### src/rtl/fifo_tape_player.sv
// Re-encodes bytes popped from the receiver FIFO as ROM-format tape pulses
// (pilot, sync1, sync2, data MSB first); FIFO silence closes the block.
module fifo_tape_player #(
  parameter int CLOCK          = 56842105,
  parameter int PILOT_HALF     = (CLOCK / 1000) * 2168 / 3500,
  parameter int SYNC1_HALF     = (CLOCK / 1000) * 667 / 3500,
  parameter int SYNC2_HALF     = (CLOCK / 1000) * 735 / 3500,
  parameter int ZERO_HALF      = (CLOCK / 1000) * 855 / 3500,
  parameter int ONE_HALF       = (CLOCK / 1000) * 1710 / 3500,
  parameter int PILOT_HDR      = 8063,
  parameter int PILOT_DAT      = 3223,
  parameter int END_GAP_CYCLES = CLOCK / 10
) (
  input  logic       i_clock,
  input  logic       i_reset,
  input  logic       i_enable,
  input  logic       i_fifo_empty,
  input  logic [7:0] i_fifo_data,
  output logic       o_fifo_read_req,
  output logic       o_tape_in,
  output logic       o_busy,
  output logic [2:0] o_state
);

  typedef enum logic [2:0] {
    S_IDLE  = 3'd0,
    S_FETCH = 3'd1,
    S_PILOT = 3'd2,
    S_SYNC1 = 3'd3,
    S_SYNC2 = 3'd4,
    S_DATA  = 3'd5,
    S_WAIT  = 3'd6
  } state_t;

  localparam logic [15:0] L_PILOT    = 16'(PILOT_HALF);
  localparam logic [15:0] L_SYNC1    = 16'(SYNC1_HALF);
  localparam logic [15:0] L_SYNC2    = 16'(SYNC2_HALF);
  localparam logic [15:0] L_ZERO     = 16'(ZERO_HALF);
  localparam logic [15:0] L_ONE      = 16'(ONE_HALF);
  localparam logic [15:0] L_HDR_M1   = 16'(PILOT_HDR - 1);
  localparam logic [15:0] L_DAT_M1   = 16'(PILOT_DAT - 1);
  localparam logic [22:0] L_GAP_LAST = 23'(END_GAP_CYCLES - 1);

  state_t      r_state;
  logic [15:0] r_cnt;
  logic [15:0] r_left;
  logic [22:0] r_gap;
  logic [2:0]  r_bit;
  logic        r_second;
  logic [7:0]  r_byte;
  logic [7:0]  r_shadow;
  logic        r_shadow_valid;
  logic        r_rd_d;
  logic        r_tape;
  logic        r_busy;

  logic [15:0] w_half;
  logic        w_half_end;
  logic        w_prefetch_slot;
  logic        w_pop;

  always_comb begin
    w_half = L_PILOT;
    unique case (r_state)
      S_SYNC1: w_half = L_SYNC1;
      S_SYNC2: w_half = L_SYNC2;
      S_DATA:  w_half = r_byte[r_bit] ? L_ONE : L_ZERO;
      default: w_half = L_PILOT;
    endcase
  end

  assign w_half_end      = (r_cnt == w_half - 16'd1);
  assign w_prefetch_slot = (r_state == S_DATA) && (r_bit == 3'd0) && r_second && (r_cnt == 16'd0);

  // Pop strobe: one cycle, only while the FIFO reports data; q is captured
  // on the following cycle (r_rd_d marks that capture cycle).
  assign w_pop = !i_reset && i_enable && !i_fifo_empty &&
                 ((r_state == S_IDLE) || w_prefetch_slot || ((r_state == S_WAIT) && !r_rd_d));

  always_ff @(posedge i_clock) begin
    if (i_reset || !i_enable) begin
      r_state        <= S_IDLE;
      r_cnt          <= '0;
      r_left         <= '0;
      r_gap          <= '0;
      r_bit          <= '0;
      r_second       <= 1'b0;
      r_byte         <= '0;
      r_shadow       <= '0;
      r_shadow_valid <= 1'b0;
      r_rd_d         <= 1'b0;
      r_tape         <= 1'b0;
      r_busy         <= 1'b0;
    end else begin
      r_rd_d <= w_pop;
      unique case (r_state)
        S_IDLE: begin
          if (w_pop) r_state <= S_FETCH;
        end
        S_FETCH: begin
          r_byte  <= i_fifo_data;
          r_left  <= i_fifo_data[7] ? L_DAT_M1 : L_HDR_M1;
          r_busy  <= 1'b1;
          r_tape  <= ~r_tape;
          r_cnt   <= '0;
          r_state <= S_PILOT;
        end
        S_PILOT: begin
          if (w_half_end) begin
            r_tape <= ~r_tape;
            r_cnt  <= '0;
            if (r_left != 16'd0) r_left <= r_left - 16'd1;
            else                 r_state <= S_SYNC1;
          end else begin
            r_cnt <= r_cnt + 16'd1;
          end
        end
        S_SYNC1: begin
          if (w_half_end) begin
            r_tape  <= ~r_tape;
            r_cnt   <= '0;
            r_state <= S_SYNC2;
          end else begin
            r_cnt <= r_cnt + 16'd1;
          end
        end
        S_SYNC2: begin
          if (w_half_end) begin
            r_tape   <= ~r_tape;
            r_cnt    <= '0;
            r_bit    <= 3'd7;
            r_second <= 1'b0;
            r_state  <= S_DATA;
          end else begin
            r_cnt <= r_cnt + 16'd1;
          end
        end
        S_DATA: begin
          if (r_rd_d) begin
            r_shadow       <= i_fifo_data;
            r_shadow_valid <= 1'b1;
          end
          if (w_half_end) begin
            r_cnt <= '0;
            if (!r_second) begin
              r_second <= 1'b1;
              r_tape   <= ~r_tape;
            end else if (r_bit != 3'd0) begin
              r_bit    <= r_bit - 3'd1;
              r_second <= 1'b0;
              r_tape   <= ~r_tape;
            end else if (r_shadow_valid) begin
              // Prefetched byte follows with no idle cycles.
              r_byte         <= r_shadow;
              r_shadow_valid <= 1'b0;
              r_bit          <= 3'd7;
              r_second       <= 1'b0;
              r_tape         <= ~r_tape;
            end else begin
              r_gap   <= '0;
              r_state <= S_WAIT;
            end
          end else begin
            r_cnt <= r_cnt + 16'd1;
          end
        end
        S_WAIT: begin
          if (r_rd_d) begin
            r_byte   <= i_fifo_data;
            r_bit    <= 3'd7;
            r_second <= 1'b0;
            r_tape   <= ~r_tape;
            r_cnt    <= '0;
            r_state  <= S_DATA;
          end else if (!w_pop) begin
            if (r_gap == L_GAP_LAST) begin
              r_busy  <= 1'b0;
              r_state <= S_IDLE;
            end else begin
              r_gap <= r_gap + 23'd1;
            end
          end
        end
        default: r_state <= S_IDLE;
      endcase
    end
  end

  assign o_fifo_read_req = w_pop;
  assign o_tape_in       = r_tape;
  assign o_busy          = r_busy;
  assign o_state         = r_state;

endmodule
### config.mk
export PLATFORM = sky130hd
export DESIGN_NAME = fifo_tape_player
export DESIGN_NICKNAME = d
export VERILOG_FILES = /design/src/rtl/fifo_tape_player.sv
export SDC_FILE = /design/constraint.sdc
export NUM_CORES = 1
export LEC_CHECK = 0
export CORE_MARGIN = 4
export CORE_UTILIZATION = 30
export CTS_BUF_LIST = sky130_fd_sc_hd__clkbuf_4 sky130_fd_sc_hd__clkbuf_8
export CTS_CLUSTER_DIAMETER = 100
export DETAILED_ROUTE_END_ITERATION = 10
export PLACE_DENSITY = 0.48
export SLEW_MARGIN = 10
export SYNTH_ARGS = -nofsm -noshare
export SYNTH_HDL_FRONTEND = slang
export SYNTH_SLANG_ARGS = --single-unit
### constraint.sdc
create_clock -name i_clock -period 6 [get_ports i_clock]
set_input_delay 1.2 -clock i_clock [delete_from_list [all_inputs] [get_ports i_clock]]
set_output_delay 1.2 -clock i_clock [all_outputs]
set_load 0.005 [all_outputs]
==> reports/results.md <==
| Parameter | Reported |
|---|---|
| Number of different library cells in the post-synthesis netlist | 63 |
| Min-delay worst type | reg2reg |
| Period Utilization, post-route | 0.683 |
| Worst Hold Endpoint | r_shadow[3] |
| Synthesized area | 0.00462 sq mm |
| Total area of multi-input combinational cells | 0.00281 sq mm |
| Largest net degree at the start of global routing | 42 |
| Clock tree buffer depth | 2 |
| Post-cts hold buffer count | 0 |
| Worst slew pin tran | 1.12 ns |
| Maximum VDD drop | 0.170 mV |
| P per Cell Area | 203 mW/mm^2 |
| Overall routing resource usage | 0.141 |
| Most common library cell in the layout ignoring fill and taps | sky130_fd_sc_hd__dfxtp_1 |
| Total Negative Setup Slacks | 0 ns |
| Sum of routed wire length over all layers | 11.8 mm |
| Count of maximum capacitance violations | 0 |
| Proportion of register bits with asynchronous set or reset after synthesis | 0 |
| Starting density of the core | 0.305 |
| Synth Flop Type | sky130_fd_sc_hd__dfxtp_1 |
| Leading area contributor after synthesis | sky130_fd_sc_hd__dfxtp_1 |
| Number of antenna violations at the first check in global routing | 0 |
| Final setup violation count | 0 |
| Number of antenna repair diodes | 0 |
| Kind of capture point of the worst setup path | primary output |
| Fill cell instance count of the final layout | 1587 |
| Path depth of the worst reg2reg path | 8 |
| Worst reg-to-reg setup slack | 2.23 ns |
| Flip-flop and latch count after synthesis | 82 |
| Syn Nets | 600 |
| YS warnings | 0 |
| Number of stages on the worst hold path | 2 |
| Required @ worst endpoint | 4.80 ns |
| Core area | 0.0151 sq mm |
| Maximum level of the CTS H-tree | 3 |
| Maximum frequency from static timing analysis | 244 MHz |
| Wire length of the first global-routing pass | 20.3 mm |
| Kind of critical path | in2out |
| Cts repair resizes | 0 |
| Critical register-to-register path startpoint | o_state[2] |
| Number of iterations in the first detailed-routing pass | 5 |
| Share of layout cells above drive strength 1 | 0.0666 |
| Number of violations reported at the end of detailed-routing iteration 0 | 296 |
| Sequential share of the synthesized area | 0.356 |
| Overall via count from detail_route | 4135 |
| Wire length per cell after detailed routing | 15.3 um |
| Origin of the worst min-delay path | r_shadow[3] |
| Mean area per synthesized cell | 7.94 sq um |
| Floorplan die width | 132 um |
| Inserted Clock Buffers | 9 |
| Clock network latency to the later pin of the worst-skew pair | 0.38 ns |
| Shortest period the worst path allows | 4.10 ns |
| CTS Root Buffer Type | sky130_fd_sc_hd__clkbuf_8 |
| Cells taking the most area after synthesis | sky130_fd_sc_hd__dfxtp_1, sky130_fd_sc_hd__nor2_1, sky130_fd_sc_hd__nand2_1 |
| Clock tree sinks | 82 |
| Kind of start point of the critical path | input port |
| Storage element area | 0.00164 sq mm |
| Die extent in y | 132 um |
| Die outline area | 0.0174 sq mm |
| Detailed-route DRC error count | 0 |
| Layout Cells excl Fill | 774 |
| Status | finished, final reports clean |
| Number of hold violations in the final report | 0 |
| Area growth from synthesis to layout | 11.1% |
| Worst Clk Skew | 0.0132 ns |
| Number of cells after detailed placement | 758 |
| Count of input and output buffers | 17 |
| GP Congestion | 0.782 |
| Number of instances in the synthesized netlist | 581 |
| Yosys top cell area share | 0.356 |
| Number of enable-type register cells in the synthesized netlist | 0 |
| Vias in the first global route | 4014 |
| Final total power | 1040 uW |
| Boundary Pins | 18 |
| Post-DP HPWL | 8.17 mm |
| Worst slew slack as a fraction of its limit | 0.254 |
| Setup repair after global routing missed its margin | no |
| Commonest non-fill, non-tap cells in the layout | sky130_fd_sc_hd__dfxtp_1, sky130_fd_sc_hd__nor2_1, sky130_fd_sc_hd__nand2_1 |
| Worst Hold Slack | 0.459 ns |
| Slew Limit Fails | 0 |
| Post-CTS repair timing setup buffer count | 0 |
| Total overflow reported by the global router | 0 |
| Share of the core filled with cells in the final layout | 0.339 |
| Antenna-violating nets left | 0 |
| Max Fanout on Critical Path | 5 |
| Rows | 45 |
| Leakage power | 0.00168 uW |
| Vias per cell | 5.34 |
| TritonCTS clock tree | yes |
| Final nets | 600 |
| Endpoint of the worst-slack reg-to-reg timing path | r_left[6] |
| Clock transition at the registers of the reported paths | 0.10 ns |
| Arrival time of data at the critical path endpoint | 2.90 ns |
[sequential cells by signal, indices dropped and copies added, names as in the netlist]
register        cells
o_busy              1
o_state             3
o_tape_in           1
r_bit               3
r_byte              8
r_cnt              16
r_gap              23
r_left             16
r_rd_d              1
r_second            1
r_shadow            8
r_shadow_valid      1
[synth_stat cells, drive strengths merged, types with 3 or more instances]
cell    instances
a21boi          4
nor3           24
buf             7
or2             3
o221a           3
clkbuf         23
o41ai           5
nor3b           6
nand2b          6
nor4           11
or3             4
nand2          67
o31ai           9
nand3          30
o21ai          36
nor2           75
xnor2          22
inv            14
nand4           7
and3            9
dfxtp          82
o32ai           3
a31oi           5
and2            7
a21oi          31
o211ai          4
a211oi         14
mux2i          13
ha              7
nor2b           7
and3b           3
xor2            8
[power by group]
| part | internal [uW] | switching, uW |
|---|---|---|
| clock network | 200 | 231 |
| logic | 22.3 | 35.4 |
| registers | 547 | 4.67 |
| total | 769 | 271 |
[stage by stage]
step / area, sq um / setup slack, ns
2_1_floorplan: 4620 / 3.02
3_3_place_gp: 4920 / 1.88
3_5_place_dp: 4920 / 1.88
4_1_cts: 5130 / 1.88
5_1_grt: 5130 / 1.75
6_report: 5130 / 1.90
[worst max-delay path, stage by stage]
cell                              delay (ns)
sky130_fd_sc_hd__clkdlybuf4s50_1        0.43
sky130_fd_sc_hd__nand2b_2               0.21
sky130_fd_sc_hd__nor2_1                 0.21
sky130_fd_sc_hd__a21boi_0               0.28
sky130_fd_sc_hd__clkdlybuf4s50_1        0.57
[layer usage]
metal  up-vias  GRT usage  part of all wire
li1       2103          -                 -
met1      1957      0.195              0.50
met2        66      0.215              0.44
met3         9     0.0443             0.045
met4         0     0.0309            0.0085
met5         -          0                 0
[worst max path at each step]
stage               startpoint         endpoint  depth (start not counted)
floorplan              i_reset  o_fifo_read_req                          3
global placement       i_reset  o_fifo_read_req                          5
detailed placement     i_reset  o_fifo_read_req                          5
CTS                   r_bit[0]  o_fifo_read_req                          9
global route          r_bit[0]  o_fifo_read_req                          9
finish                 i_reset  o_fifo_read_req                          5
[cell families after synthesis]
family	count (synthesis)	share of synthesized area
flops	82	0.356
buf+inv	44	0.0385
fa+ha+maj	7	0.0190
mux	15	0.0423
compound gates	134	0.200
xor+xnor	30	0.0569
simple gates	269	0.288
[area by class of cell]
type | instances | area share
repair buffers | 19 | 0.0361
flip-flops and latches | 82 | 0.320
clock buffers | 9 | 0.0242
clock inverters | 7 | 0.0161
well taps | 188 | 0.0459
inverters | 14 | 0.0102
multi-input cells | 455 | 0.547
No activity file was read; power rests on OpenSTA's default activity.
